File: src/rtl/mproc_seq.sv
// mproc_seq: multi-cycle fetch/decode/execute/writeback sequencer for the 16-bit teaching processor.
// Define MPROC_SEQ_TIMEOUT_EN to add the fetch watchdog and the FAULT state.
module mproc_seq (
    input  logic        clk,
    input  logic        reset,
    input  logic        run,
    input  logic        mem_ack,
    input  logic [15:0] cur_ins,
    output logic        mem_req,
    output logic        load_ir,
    output logic        pc_inc,
    output logic        jump,
    output logic        wr_reg,
    output logic        sel,
    output logic [1:0]  op,
    output logic [2:0]  rd_addr_a,
    output logic [2:0]  rd_addr_b,
    output logic [2:0]  wr_addr,
    output logic        halted,
    output logic        fault,
    output logic [7:0]  retired
);

    localparam int unsigned RET_W = 8;

`ifdef MPROC_SEQ_TIMEOUT_EN
    typedef enum logic [2:0] {
        S_IDLE, S_FETCH, S_DECODE, S_EXEC, S_WB, S_HALT, S_FAULT
    } state_t;
`else
    typedef enum logic [2:0] {
        S_IDLE, S_FETCH, S_DECODE, S_EXEC, S_WB, S_HALT
    } state_t;
`endif

    state_t state;
    state_t state_n;
    logic   retire;
    logic   is_alu;
    logic   is_jump;
    logic   unused_ins_bits;

    // Field extracts are valid whenever the IR holds a decoded instruction.
    assign is_alu          = ~cur_ins[15];
    assign is_jump         = (cur_ins[15:14] == 2'b10);
    assign op              = cur_ins[14:13];
    assign wr_addr         = cur_ins[12:10];
    assign rd_addr_a       = cur_ins[9:7];
    assign rd_addr_b       = cur_ins[6:4];
    assign sel             = cur_ins[3];
    assign unused_ins_bits = ^cur_ins[2:0];

`ifdef MPROC_SEQ_TIMEOUT_EN
    localparam int unsigned WD_W = 4;

    logic [WD_W-1:0] wd_cnt;
    logic            wd_expire;

    // Counts consecutive un-acked FETCH cycles; zero whenever not waiting in FETCH.
    always_ff @(posedge clk) begin
        if (reset || (state != S_FETCH) || mem_ack) begin
            wd_cnt <= '0;
        end else begin
            wd_cnt <= wd_cnt + WD_W'(1);
        end
    end

    assign wd_expire = (wd_cnt == {WD_W{1'b1}});
`endif

    always_ff @(posedge clk) begin
        if (reset) begin
            state <= S_IDLE;
        end else begin
            state <= state_n;
        end
    end

    always_ff @(posedge clk) begin
        if (reset) begin
            retired <= '0;
        end else if (retire) begin
            retired <= retired + RET_W'(1);
        end
    end

    // Next-state and strobe decode; load_ir is the only output that looks at mem_ack.
    always_comb begin
        state_n = state;
        mem_req = 1'b0;
        load_ir = 1'b0;
        pc_inc  = 1'b0;
        jump    = 1'b0;
        wr_reg  = 1'b0;
        halted  = 1'b0;
        fault   = 1'b0;
        retire  = 1'b0;
        case (state)
            S_IDLE: begin
                if (run) begin
                    state_n = S_FETCH;
                end
            end
            S_FETCH: begin
                mem_req = 1'b1;
                if (mem_ack) begin
                    load_ir = 1'b1;
                    state_n = S_DECODE;
                end
`ifdef MPROC_SEQ_TIMEOUT_EN
                else if (wd_expire) begin
                    state_n = S_FAULT;
                end
`endif
            end
            S_DECODE: begin
                if (is_alu) begin
                    pc_inc  = 1'b1;
                    state_n = S_EXEC;
                end else if (is_jump) begin
                    jump    = 1'b1;
                    retire  = 1'b1;
                    state_n = S_FETCH;
                end else begin
                    state_n = S_HALT;
                end
            end
            S_EXEC: begin
                state_n = S_WB;
            end
            S_WB: begin
                wr_reg  = 1'b1;
                retire  = 1'b1;
                state_n = S_FETCH;
            end
            S_HALT: begin
                halted = 1'b1;
            end
`ifdef MPROC_SEQ_TIMEOUT_EN
            S_FAULT: begin
                fault = 1'b1;
            end
`endif
            default: begin
                state_n = S_IDLE;
            end
        endcase
    end

endmodule

File: config.mk
export PLATFORM = sky130hd
export DESIGN_NAME = mproc_seq
export DESIGN_NICKNAME = d
export VERILOG_FILES = /design/src/rtl/mproc_seq.sv
export SDC_FILE = /design/constraint.sdc
export NUM_CORES = 1
export LEC_CHECK = 0
export CORE_MARGIN = 5
export CORE_UTILIZATION = 40
export DETAILED_ROUTE_END_ITERATION = 12
export HOLD_SLACK_MARGIN = 0.06
export PLACE_DENSITY = 0.9
export SKIP_CTS_REPAIR_TIMING = 1
export SLEW_MARGIN = 20
export SYNTH_ARGS = -nofsm -noshare
export SYNTH_HDL_FRONTEND = slang
export SYNTH_SLANG_ARGS = --single-unit
export TNS_END_PERCENT = 1
File: constraint.sdc
create_clock -name clk -period 2.2 [get_ports clk]
set_input_delay 0.44 -clock clk [delete_from_list [all_inputs] [get_ports clk]]
set_output_delay 0.44 -clock clk [all_outputs]
set_load 0.01 [all_outputs]
# == Yosys cells after proc, flatten, opt, wreduce, memory -nomap -nowiden ==
# Cells that the tools add are included.
# totals
latchBits,0
output_inout_bits,27
ram_bits,0
n_memories,0
reg_bits,11
in_bits,20
rom_bits,0
# op_classes
magnitude_cmp,0
reduce_logical,2
eq_ne,8
mux,16
add_sub_neg,1
n_bitwise,1
shifts,0
n_mul,0
div,0
# op_table
op,count
3-bit one-hot mux with 6 select lines,1
3-bit 2-to-1 mux,4
1-bit 2-to-1 mux,10
8-bit by 1-bit adder with 8-bit output (second input constant),1
3-bit by 2-bit == test with 1-bit output (second input constant),2
3-bit == test (second input constant),2
2-bit inequality test (second input constant),2
3-bit by 1-bit == test with 1-bit output (second input constant),1
3-bit logical NOT,1
3-bit AND reduction,1
2-bit == test (second input constant),1
1-bit one-hot mux with 2 select lines,1
1-bit NOT,1

# == Longest topological paths before layout ==
# Gate-level depths: netlist (run 1).
# logic_depth
word_depth,4
depth_mapped,4

# == Worst setup path before layout (run 1) ==
# Ideal clock, no wire load.
# synth_timing
kind,input port to flip-flop
startpoint,in cur_ins[14]
endpoint,reg retired[7]
slack_ns,0.645
t_arrival_ns,1.431
n_path_buf,1
path_stages,4
cell_sequence,nand4bb_1 buf_6 a2111oi_4 mux2_1
# synth_between
elab_chain_len,4
# synth_rtl
element,line_no,rtl
from (decl),8,"input logic [15:0] cur_ins,"
2-bit == test,45,assign is_jump = (cur_ins[15:14] == 2'b10);
1-bit 2-to-1 mux,120,end else if (is_jump) begin
1-bit 2-to-1 mux,117,if (is_alu) begin
1-bit one-hot mux with 2 select lines,98,case (state)
to (signal assigned),83,retired <= retired + RET_W'(1);
to (decl),21,output logic [7:0] retired
# Every way passes these cells.
# A chain may end at the register's enable or synchronous reset.

# == Worst setup path in the final report (run 1) ==
# layout_timing
startpoint,in cur_ins[15]
endpoint,out pc_inc
# layout_between
elab_chain_len,2
# layout_rtl
element,line_no,rtl
1-bit 2-to-1 mux,117,
1-bit 2-to-1 mux,98,
to (decl),11,"output logic pc_inc,"
# Every way passes these cells.

==> flow_summary.ini, run 1 <==
[outcome]
run_status = finished, final reports clean

[timing]
setup_tns_ps = 0
layout_setup_ws_ps = 83.4
finalCritPeriodShare_pct = 96.2
final_hold_viol_count = 0
fin_crit_ps = 2120
setup_viol = 0
fin_worst_skew_ps = 4.33
clock.fmax_ghz = 0.472
drv_slew = 0
rsz0062_at_grt = yes

[place]
place_worst_setup_slack_ps = -38.8
gp_congestion = 0.819
dpl.cell_count = 131
dp.final_hpwl_um = 1430
port_buffers = 20

[cells_and_area]
nets = 130
final_common_cell = clkdlybuf4s50_1
diodes = 0
syn_to_final_growth_pct = 23.9
final-seq-area_um2 = 224
final_layout_size_suffix_gt1_share_pct = 19.4
fillCellCount = 200
final_cell_mix = 19 x clkdlybuf4s50_1, 8 x nor2_1, 8 x dfxtp_1
fin_cells = 135
multi_input_area_um2 = 458

[worst_setup_path]
crit_chain = clkdlybuf4s50_1, nor4_1, clkdlybuf4s50_1
cpPeakStageDelay_ps = 590
path_common_cell = clkdlybuf4s50_1
endpoint_kind = output port
critPathSlowestCell = clkdlybuf4s50_1
start_kind = primary input
critPathRequiredTime_ps = 1760
arrival_ps = 1680
crit_path_max_fanout = 3
crit_family = buffers and inverters
cp_num_buf_inv = 2
critPathKind = in -> out

[grt]
antenna_found_initial = 0
grt_pass1_wl_um = 2980
grt_use_total_pct = 13.5
grt_max_degree = 19
first_global_vias = 673
grt-ovfl-total = 0

[synthesis]
avgSynthCellArea_um2 = 8.51
synth.cell_area_um2 = 817
synth-seq-cells = 11
ys_seq_area_share_pct = 27.0
syn_inst = 96
yosys_warnings = 0
synth_nets = 117
synth_cell_types = 33

[power_and_ir_drop]
p_int_mw = 0.321
p_leak_nw = 0.385
fin_total_pwr_mw = 0.440
ir_drop_mv = 0.225
combPwrFrac_pct = 18.7
power-per-cell-area_mw_per_mm2 = 435
clockPowerShare_pct = 31.7
p_switching_mw = 0.120
pwr-share-seq_pct = 49.6
swShare_pct = 27.2

[routing]
drt-initial-drc-count = 4
routed_wl_um = 1820
drc = 0
ant_nets = 0
wl_per_cell_um = 13.5
vias = 685
via_per_inst = 5.07
drt-pass1-iter-count = 4

[cts]
cts_sinks = 11
cts_root_buf = clkbuf_4
path_clk_slew_ps = 70
htreeDepth = 1
cts_buffer_depth = 2
tritoncts = built
insertion_delay_ps = 270
cts_buffers = 3

[die]
die_h_um = 55.2
die_area_mm2 = 0.00305
row_count = 16
pin_count = 47
core_area_mm2 = 0.00196
die_w_um = 55.2
initial_core_util_pct = 41.6

[job]
max-cap-violations = 0

[worst_hold_path]
hold_class = reg -> reg
-- cell usage after synthesis --
master     instances  area, µm²
a31oi_1            2       12.5
clkbuf_1           4       15.0
nand2b_1           1       6.26
nor2b_1            7       43.8
mux2_2             4       45.0
nand4b_1           2       17.5
nor4b_1            1       8.76
a21o_1             1       7.51
nand4bb_1          1       11.3
buf_6              1       11.3
a2111oi_4          2       55.1
or3_1              2       12.5
or4b_2             1       10.0
ha_1               1       12.5
buf_2              1       5.00
mux2_1             2       22.5
o21ai_0            2       10.0
buf_4             13       97.6
conb_1             1       3.75
inv_1              4       15.0
and2b_1            1       7.51
a211oi_1           3       22.5
and2_1             1       6.26
dfxtp_1           11        220
nor3_1             3       15.0
a32oi_1            1       8.76
or4b_1             1       10.0
nand2_1            4       15.0
nor3b_1            1       7.51
nand3b_1           2       15.0
nor2_1             8       30.0
nor4_1             1       6.26
a21oi_1            6       30.0
-- cells by family after synthesis --
logic type | share of synthesized area [%]
compound gates | 17.9
fa+ha+maj | 1.53
buf+inv | 17.6
flops | 27.0
mux | 8.27
other cells | 0.459
simple gates | 27.3
-- worst min-delay path, cell delays in order, from the launching register on --
cell and delay (ps):
dfxtp_1 350, nand3b_1 100, a31oi_1 70
-- registers in the layout (all words and copies together) (netlist names) --
signal	flops
retired	8
state	3
-- layer usage --
| metal | global-route usage, % | up-vias | wire length (µm) |
|---|---|---|---|
| met3 | 4.02 | 2 | 182 |
| li1 | - | 347 | - |
| met4 | 7.29 | 0 | 10 |
| met1 | 14.1 | 311 | 740 |
| met5 | 0 | - | 0 |
| met2 | 24.2 | 25 | 884 |
-- final cells by class --
class,count,area share [%]
Multi-Input combinational cell,62,45.2
Clock buffer,4,2.60
Inverter,4,1.48
Sequential cell,11,22.1
Timing Repair Buffer,27,25.2
Tap cell,27,3.34
-- power groups by stage --
stage          logic (mW)  clock network [mW]  registers [mW]
2_1_floorplan      0.0649                   0           0.221
3_3_place_gp       0.0792                   0           0.221
3_5_place_dp       0.0824                   0           0.222
4_1_cts            0.0830               0.144           0.217
5_1_grt            0.0914               0.159           0.220
6_report           0.0826               0.139           0.218
-- metrics by stage --
| step | utilization [%] | hold slack (ps) | area, µm² |
|---|---|---|---|
| floorplan | - | 563 | 817 |
| global placement | 49.7 | 528 | 975 |
| detailed placement | 49.7 | 560 | 975 |
| CTS | 51.0 | 576 | 1000 |
| global route | 51.6 | 605 | 1010 |
| finish | 51.6 | 573 | 1010 |
-- worst paths after layout --
kind | start | endpoint | slack [ps] | cells past startpoint
worst max register to register | state[0] | retired[7] | 530 | 4
worst max-delay path | cur_ins[15] | pc_inc | 80 | 3
worst min register to register | retired[1] | retired[1] | 570 | 2
worst min-delay path | retired[1] | retired[1] | 570 | 2
Power figures use the tool's default switching activity.
==> inputs of run 2 (changes only) <==
TNS_END_PERCENT = 50   (was 1)
==> results of run 2 <==
No change in the layout: final DEF, timing and power equal those of run 1.
